$ cat config.mk
export PLATFORM = sky130hd
export DESIGN_NAME = dfd_cla_debug_signals_popcount_trigger_flat
export DESIGN_NICKNAME = d
export VERILOG_FILES = /design/src/rtl/dfd_cla_pkg.sv /design/src/rtl/dfd_cla_debug_signals_popcount_trigger_if.sv /design/src/rtl/dfd_cla_popcount_pipe.sv /design/src/rtl/dfd_cla_debug_signals_popcount_trigger.sv /design/src/flat_wrapper.sv
export SDC_FILE = /design/constraint.sdc
export NUM_CORES = 1
export LEC_CHECK = 0
export BUFFER_PORTS_ARGS = -buffer_cell sky130_fd_sc_hd__buf_2
export CORE_AREA = 2 2 163 165
export CTS_CLUSTER_SIZE = 8
export DETAILED_ROUTE_END_ITERATION = 8
export DIE_AREA = 0 0 165 167
export PLACE_DENSITY_LB_ADDON = 0.15
export SYNTH_ARGS = -nofsm -noshare
export SYNTH_HDL_FRONTEND = slang
export SYNTH_SLANG_ARGS = --single-unit
export TNS_END_PERCENT = 5
$ cat constraint.sdc
create_clock -name clock -period 5.4 [get_ports clock]
set_clock_uncertainty 0.05 [all_clocks]
set_input_delay 0.54 -clock clock [delete_from_list [all_inputs] [get_ports clock]]
set_output_delay 0.54 -clock clock [all_outputs]
set_load 0.1 [all_outputs]
$ cat src/rtl/dfd_cla_pkg.sv
// dfd_cla_pkg
// Shared types and helpers for the CLA debug-signal popcount trigger.
//   cla_popcnt_mode_e : threshold compare mode (EQ / NE / GE / LE), unsigned.
//   popcnt_cnt_w()    : width needed to hold a ones count of a WIDTH-bit bus.
package dfd_cla_pkg;

   typedef enum logic [1:0] {
      CLA_POPCNT_EQ = 2'd0,
      CLA_POPCNT_NE = 2'd1,
      CLA_POPCNT_GE = 2'd2,
      CLA_POPCNT_LE = 2'd3
   } cla_popcnt_mode_e;

   // A count of 'width' ones needs one bit more than log2(width).
   function automatic int popcnt_cnt_w(input int width);
      return $clog2(width) + 1;
   endfunction

endpackage

$ cat src/rtl/dfd_cla_debug_signals_popcount_trigger_if.sv
// dfd_cla_debug_signals_popcount_trigger_if
// Bundles the observed bus, per-channel configuration and per-channel results.
//   master : drives debug_signals and ch_* configuration, reads ch_match/ch_count.
//   slave  : the trigger block itself.
// Channel c occupies slice [c*W +: W] of every packed per-channel field.
// There is no handshake: one new bus sample is accepted every clock, no stalls.
interface dfd_cla_debug_signals_popcount_trigger_if #(
   parameter int WIDTH   = 64,
   parameter int NUM_CH  = 4,
   parameter int DWELL_W = 8
);
   localparam int CNT_W = dfd_cla_pkg::popcnt_cnt_w(WIDTH);

   logic [WIDTH-1:0]          debug_signals;
   logic [NUM_CH-1:0]         ch_en;
   logic [NUM_CH*WIDTH-1:0]   ch_mask;
   logic [NUM_CH*CNT_W-1:0]   ch_value;
   logic [NUM_CH*2-1:0]       ch_mode;
   logic [NUM_CH*DWELL_W-1:0] ch_dwell;
   logic [NUM_CH-1:0]         ch_match;
   logic [NUM_CH*CNT_W-1:0]   ch_count;

   modport master (
      output debug_signals, ch_en, ch_mask, ch_value, ch_mode, ch_dwell,
      input  ch_match, ch_count
   );

   modport slave (
      input  debug_signals, ch_en, ch_mask, ch_value, ch_mode, ch_dwell,
      output ch_match, ch_count
   );
endinterface

$ cat src/rtl/dfd_cla_popcount_pipe.sv
// dfd_cla_popcount_pipe
// Two-stage masked popcount for one channel.
//   Stage 1: filtered = debug_signals & mask, popcount per CHUNK_W slice, registered.
//   Stage 2: sum of the chunk partials, registered as count.
// Ports:
//   clock, reset_n (synchronous, active-low)
//   debug_signals [WIDTH]  observed bus
//   mask          [WIDTH]  channel mask (sampled at stage 1)
//   sum           [CNT_W]  combinational sum of the stage-1 partials (stage-2 input)
//   count         [CNT_W]  registered sum
module dfd_cla_popcount_pipe
   import dfd_cla_pkg::*;
#(
   parameter int WIDTH   = 64,
   parameter int CHUNK_W = 16,
   localparam int CNT_W  = popcnt_cnt_w(WIDTH)
) (
   input  logic             clock,
   input  logic             reset_n,
   input  logic [WIDTH-1:0] debug_signals,
   input  logic [WIDTH-1:0] mask,
   output logic [CNT_W-1:0] sum,
   output logic [CNT_W-1:0] count
);
   localparam int NUM_CHUNK = WIDTH / CHUNK_W;
   localparam int PART_W    = popcnt_cnt_w(CHUNK_W);

   logic [WIDTH-1:0]  filtered;
   logic [PART_W-1:0] part_d [NUM_CHUNK];
   logic [PART_W-1:0] part_q [NUM_CHUNK];
   logic [CNT_W-1:0]  count_q;

   assign filtered = debug_signals & mask;

   always_comb begin
      for (int k = 0; k < NUM_CHUNK; k++) begin
         part_d[k] = '0;
         for (int b = 0; b < CHUNK_W; b++) begin
            part_d[k] = part_d[k] + PART_W'(filtered[k*CHUNK_W + b]);
         end
      end
   end

   always_ff @(posedge clock) begin
      for (int k = 0; k < NUM_CHUNK; k++) begin
         if (!reset_n) part_q[k] <= '0;
         else          part_q[k] <= part_d[k];
      end
   end

   // CNT_W holds WIDTH exactly, so the sum cannot wrap.
   always_comb begin
      sum = '0;
      for (int k = 0; k < NUM_CHUNK; k++) begin
         sum = sum + CNT_W'(part_q[k]);
      end
   end

   always_ff @(posedge clock) begin
      if (!reset_n) count_q <= '0;
      else          count_q <= sum;
   end

   assign count = count_q;
endmodule

$ cat src/rtl/dfd_cla_debug_signals_popcount_trigger.sv
// dfd_cla_debug_signals_popcount_trigger
// NUM_CH independent popcount triggers on a shared debug bus. Each channel masks
// the bus, counts ones through a two-stage pipe, compares the sum against a
// threshold (EQ/NE/GE/LE, unsigned), then requires the compare to hold for more
// than ch_dwell consecutive cycles before raising ch_match.
// Ports:
//   clock, reset_n (synchronous, active-low)
//   trig : slave side of dfd_cla_debug_signals_popcount_trigger_if
//          (debug_signals, ch_en/mask/value/mode/dwell in; ch_match, ch_count out)
// Latency: bus sample in cycle t -> ch_count in t+2, ch_match in t+3+dwell.
module dfd_cla_debug_signals_popcount_trigger
   import dfd_cla_pkg::*;
#(
   parameter int WIDTH   = 64,
   parameter int CHUNK_W = 16,
   parameter int NUM_CH  = 4,
   parameter int DWELL_W = 8
) (
   input logic clock,
   input logic reset_n,
   dfd_cla_debug_signals_popcount_trigger_if.slave trig
);
   localparam int CNT_W = popcnt_cnt_w(WIDTH);
   localparam logic [DWELL_W-1:0] RUN_MAX = {DWELL_W{1'b1}};

   logic [NUM_CH-1:0]       match_bits;
   logic [NUM_CH*CNT_W-1:0] count_bits;

   for (genvar c = 0; c < NUM_CH; c++) begin : g_ch
      logic [CNT_W-1:0]   sum;
      logic [CNT_W-1:0]   count;
      logic [CNT_W-1:0]   value;
      logic [DWELL_W-1:0] dwell;
      cla_popcnt_mode_e   mode;
      logic               cmp_hit;
      logic               raw_q;
      logic [DWELL_W-1:0] run_q;
      logic [DWELL_W-1:0] run_next;
      logic               match_q;

      dfd_cla_popcount_pipe #(
         .WIDTH   (WIDTH),
         .CHUNK_W (CHUNK_W)
      ) u_pipe (
         .clock         (clock),
         .reset_n       (reset_n),
         .debug_signals (trig.debug_signals),
         .mask          (trig.ch_mask[c*WIDTH +: WIDTH]),
         .sum           (sum),
         .count         (count)
      );

      assign value = trig.ch_value[c*CNT_W +: CNT_W];
      assign dwell = trig.ch_dwell[c*DWELL_W +: DWELL_W];
      assign mode  = cla_popcnt_mode_e'(trig.ch_mode[c*2 +: 2]);

      // Thresholds above WIDTH fall out naturally: EQ/GE never hit, NE/LE always do.
      always_comb begin
         cmp_hit = 1'b0;
         case (mode)
            CLA_POPCNT_EQ: cmp_hit = (sum == value);
            CLA_POPCNT_NE: cmp_hit = (sum != value);
            CLA_POPCNT_GE: cmp_hit = (sum >= value);
            CLA_POPCNT_LE: cmp_hit = (sum <= value);
            default:       cmp_hit = 1'b0;
         endcase
      end

      // Run length saturates at RUN_MAX, so dwell == RUN_MAX can never match.
      always_comb begin
         run_next = '0;
         if (raw_q) begin
            run_next = (run_q == RUN_MAX) ? run_q : run_q + DWELL_W'(1);
         end
      end

      always_ff @(posedge clock) begin
         if (!reset_n) begin
            raw_q   <= 1'b0;
            run_q   <= '0;
            match_q <= 1'b0;
         end else begin
            raw_q <= trig.ch_en[c] & cmp_hit;
            if (!trig.ch_en[c]) begin
               run_q   <= '0;
               match_q <= 1'b0;
            end else begin
               run_q   <= run_next;
               match_q <= raw_q && (run_next > dwell);
            end
         end
      end

      assign match_bits[c]                 = match_q;
      assign count_bits[c*CNT_W +: CNT_W] = count;
   end

   assign trig.ch_match = match_bits;
   assign trig.ch_count = count_bits;
endmodule

$ cat src/flat_wrapper.sv
// flat-port wrapper written by rule: the top's interface ports become plain ports
module dfd_cla_debug_signals_popcount_trigger_flat import dfd_cla_pkg::*;
#(
   parameter int WIDTH   = 64,
   parameter int CHUNK_W = 16,
   parameter int NUM_CH  = 4,
   parameter int DWELL_W = 8
)
  (clock, reset_n, trig_debug_signals, trig_ch_en, trig_ch_mask, trig_ch_value, trig_ch_mode, trig_ch_dwell, trig_ch_match, trig_ch_count);
  dfd_cla_debug_signals_popcount_trigger_if #(.WIDTH(WIDTH), .NUM_CH(NUM_CH), .DWELL_W(DWELL_W)) trig_i ();
  input logic clock;
  input logic reset_n;
  input wire logic [$bits(trig_i.debug_signals)-1:0] trig_debug_signals;
  input wire logic [$bits(trig_i.ch_en)-1:0] trig_ch_en;
  input wire logic [$bits(trig_i.ch_mask)-1:0] trig_ch_mask;
  input wire logic [$bits(trig_i.ch_value)-1:0] trig_ch_value;
  input wire logic [$bits(trig_i.ch_mode)-1:0] trig_ch_mode;
  input wire logic [$bits(trig_i.ch_dwell)-1:0] trig_ch_dwell;
  output wire logic [$bits(trig_i.ch_match)-1:0] trig_ch_match;
  output wire logic [$bits(trig_i.ch_count)-1:0] trig_ch_count;
  assign trig_i.debug_signals = trig_debug_signals;
  assign trig_i.ch_en = trig_ch_en;
  assign trig_i.ch_mask = trig_ch_mask;
  assign trig_i.ch_value = trig_ch_value;
  assign trig_i.ch_mode = trig_ch_mode;
  assign trig_i.ch_dwell = trig_ch_dwell;
  assign trig_ch_match = trig_i.ch_match;
  assign trig_ch_count = trig_i.ch_count;
  dfd_cla_debug_signals_popcount_trigger #(.WIDTH(WIDTH), .CHUNK_W(CHUNK_W), .NUM_CH(NUM_CH), .DWELL_W(DWELL_W)) u_core (.clock(clock), .reset_n(reset_n), .trig(trig_i));
endmodule
==> flow_summary.toml <==
[outcome]
status = "finished clean"

[synthesis]
yosysTopAreaCell = "fa_1"
synth_ff_type = "dfxtp_1"
synth-async-reset-ratio = 0
synth_edf_count = 0
synth.top_cell.area_share = 0.2707
ys_warn_count = 0
synth_most_common_cell = "inv_1"
syn_inst = 1567
yosysSeqAreaShare = 0.2003
synth_cell_type_count = 46
synthTopCellsByCount = "281 x inv_1, 235 x and2_1, 200 x fa_1"
synth.area.top_cells = "fa_1 27%, dfxtp_1 20%, ha_1 14%"
synth.avg_cell_area_sq_um = 9.439
ys_ff_latch = 148
syn_nets = 2329
netlist_area_sq_mm = 0.01479

[global_routing]
grt_pass1_vias = 12395
gr-max-usage-layer = "met2"
grt_util_met3 = 0.04159
grt_pass1_wl_microns = 58130
antenna_found_initial = 1
grt_max_degree = 64
grt_util_all_layers = 0.2689
met1_usage = 0.3282
met2_usage = 0.4935
grt-ovfl-total = 0

[detailed_routing]
drt_iter0_markers = 459
drc = 0
vias = 11586
first_pass_iters = 5
antenna_left = 0
drt_wl_total_microns = 36060
vias_per_cell = 4.949
routedWlPerCell_microns = 15.40

[critical_path]
required_ps = 5650
worst-path-buf-inv = 2
crit_family = "adder cells"
cp_max_fo = 3
worst-setup-path-type = "flop to flop"
crit_arrival_ps = 4200
critical_path.max_stage_delay_ps = 540
critPathLaunchType = "flop"
crit_slowest_cell = "fa_1"
worstPathCellList = "inv_1, fa_1, inv_1, fa_1, ha_1, fa_1, a21o_1, a21oi_1, xnor2_1, ha_1, nand2_1, o21ai_0, o41ai_1, nor2_1"
end_kind = "flop"
worst_path_most_repeated_cell = "fa_1"

[finish]
num-nets-final = 2755
final_area_sq_mm = 0.01782
antenna_cells = 0
seq_area_sq_mm = 0.002963
area_growth_syn_to_layout_pct = 20.50
drive_gt1_frac = 0.2323
multi_input_area_sq_mm = 0.01067
instances_no_fill = 2341
fillers = 2166

[place]
gp_congestion = 0.9118
hpwlAfterDp_microns = 32440
dpl_cell_area_sq_mm = 0.01724
portBuffers = 425
dp_cells = 2309

[power_and_ir_drop]
peakVddDrop_v = 0.0004488
leakage_nw = 9.717
power_density_mw_per_mm2 = 404.7
finalPower_mw = 7.213

[cts]
cts_buffer_depth = 2
cts-resized-gates = 0
clock_sinks = 148
hold_buffers = 0
cts_setup_buffers = 0
worstSkewPairLatency_ps = 420
numCtsBuffers = 17
clk_pin_slew_ps = 70
htree_levels = 4
clockRootBuffer = "clkbuf_16"
cts_tree = "done"

[timing]
rsz0062_at_grt = "no"
worst_pin_slew_ps = 550.4
finalCritPeriodShare = 0.7313
period_needed_ps = 3949
max_freq_mhz = 253.2
holdWs_ps = 342.6
maxSlewViolCount = 0
setup_violations = 0
hold_violations = 0
slew-limit-headroom = 0.6331
tns_ps = 0

[floorplan]
die_y_microns = 167
rows = 59
core-area_sq_mm = 0.02576
fp.dieW_microns = 165
start_util = 0.5741
die-area_sq_mm = 0.02756
pin_count = 426

[min_path]
hold_path_class = "primary input to flop"

[job]
maxCapViolCount = 0
[path summary, 6_finish.rpt]
path                                           endpoint  cells past startpoint  slack [ps]                               start
worst max-delay path               u_core.g_ch[0].raw_q                     14        1450  u_core.g_ch[0].u_pipe.part_q[1][1]
worst min-delay path               u_core.g_ch[3].raw_q                      3         340                       trig_ch_en[3]
worst max register to register     u_core.g_ch[0].raw_q                     14        1450  u_core.g_ch[0].u_pipe.part_q[1][1]
worst min register to register  u_core.g_ch[3].run_q[0]                      1         470                u_core.g_ch[3].raw_q
[layout by cell type, fill, tap and decap left out, types with 44 or more instances in the layout]
| cell | n |
|---|---|
| nor2_1 | 50 |
| nor2b_1 | 59 |
| a21oi_1 | 44 |
| buf_2 | 424 |
| inv_1 | 281 |
| fa_1 | 200 |
| nand2_1 | 106 |
| dfxtp_1 | 148 |
| and2_1 | 235 |
| ha_1 | 168 |
[flip-flops by register name, indices dropped and copies added, names as in the netlist]
name	flops
u_core.g_ch.match_q	4
u_core.g_ch.raw_q	4
u_core.g_ch.run_q	32
u_core.g_ch.u_pipe.count	28
u_core.g_ch.u_pipe.part_q	80
[logic make-up after synthesis]
kind of cell	synth area share
AO/OA/AOI/OAI	0.07080
XOR/XNOR	0.02309
adder cells (fa/ha/maj)	0.4128
buffers and inverters	0.07858
flip-flops	0.2003
multiplexers	0.005414
AND/OR/NAND/NOR	0.2090
[area by class of cell]
cell class,count,area share
Clock buffer,18,0.02464
Clock inverter,14,0.007862
Inverter,282,0.05939
Multi-Input combinational cell,1118,0.5985
Sequential cell,148,0.1662
Tap cell,335,0.02352
Timing Repair Buffer,426,0.1199
[stage by stage]
stage | setup WS [ps] | utilization
2_1_floorplan | 1620 | -
4_1_cts | 1489 | 0.6918
6_report | 1451 | 0.6918
3_3_place_gp | 1303 | 0.6693
3_5_place_dp | 1222 | 0.6693
5_1_grt | 1283 | 0.6918
[metal layers]
layer | wire (microns) | vias up | share of wire
li1 | - | 5791 | -
met1 | 14940 | 5454 | 0.41
met2 | 18950 | 297 | 0.53
met3 | 1549 | 42 | 0.043
met4 | 609 | 2 | 0.017
met5 | 13 | - | 0.00036
[worst reg2reg max path, stage by stage (launching register included)]
cell	delay, ps
dfxtp_1	340
inv_1	70
fa_1	540
inv_1	60
fa_1	480
ha_1	240
fa_1	410
a21o_1	190
a21oi_1	170
xnor2_1	240
ha_1	320
nand2_1	70
o21ai_0	160
o41ai_1	420
nor2_1	70
[power by group]
| group | leakage (nW) | switching (mW) | internal [mW] |
|---|---|---|---|
| Clock | 0.280 | 0.487 | 0.658 |
| Sequential | 1.21 | 0.116 | 1.35 |
| Combinational | 8.23 | 2.65 | 1.96 |
| Total | 9.72 | 3.25 | 3.96 |
(Power assumes the default switching activity.)
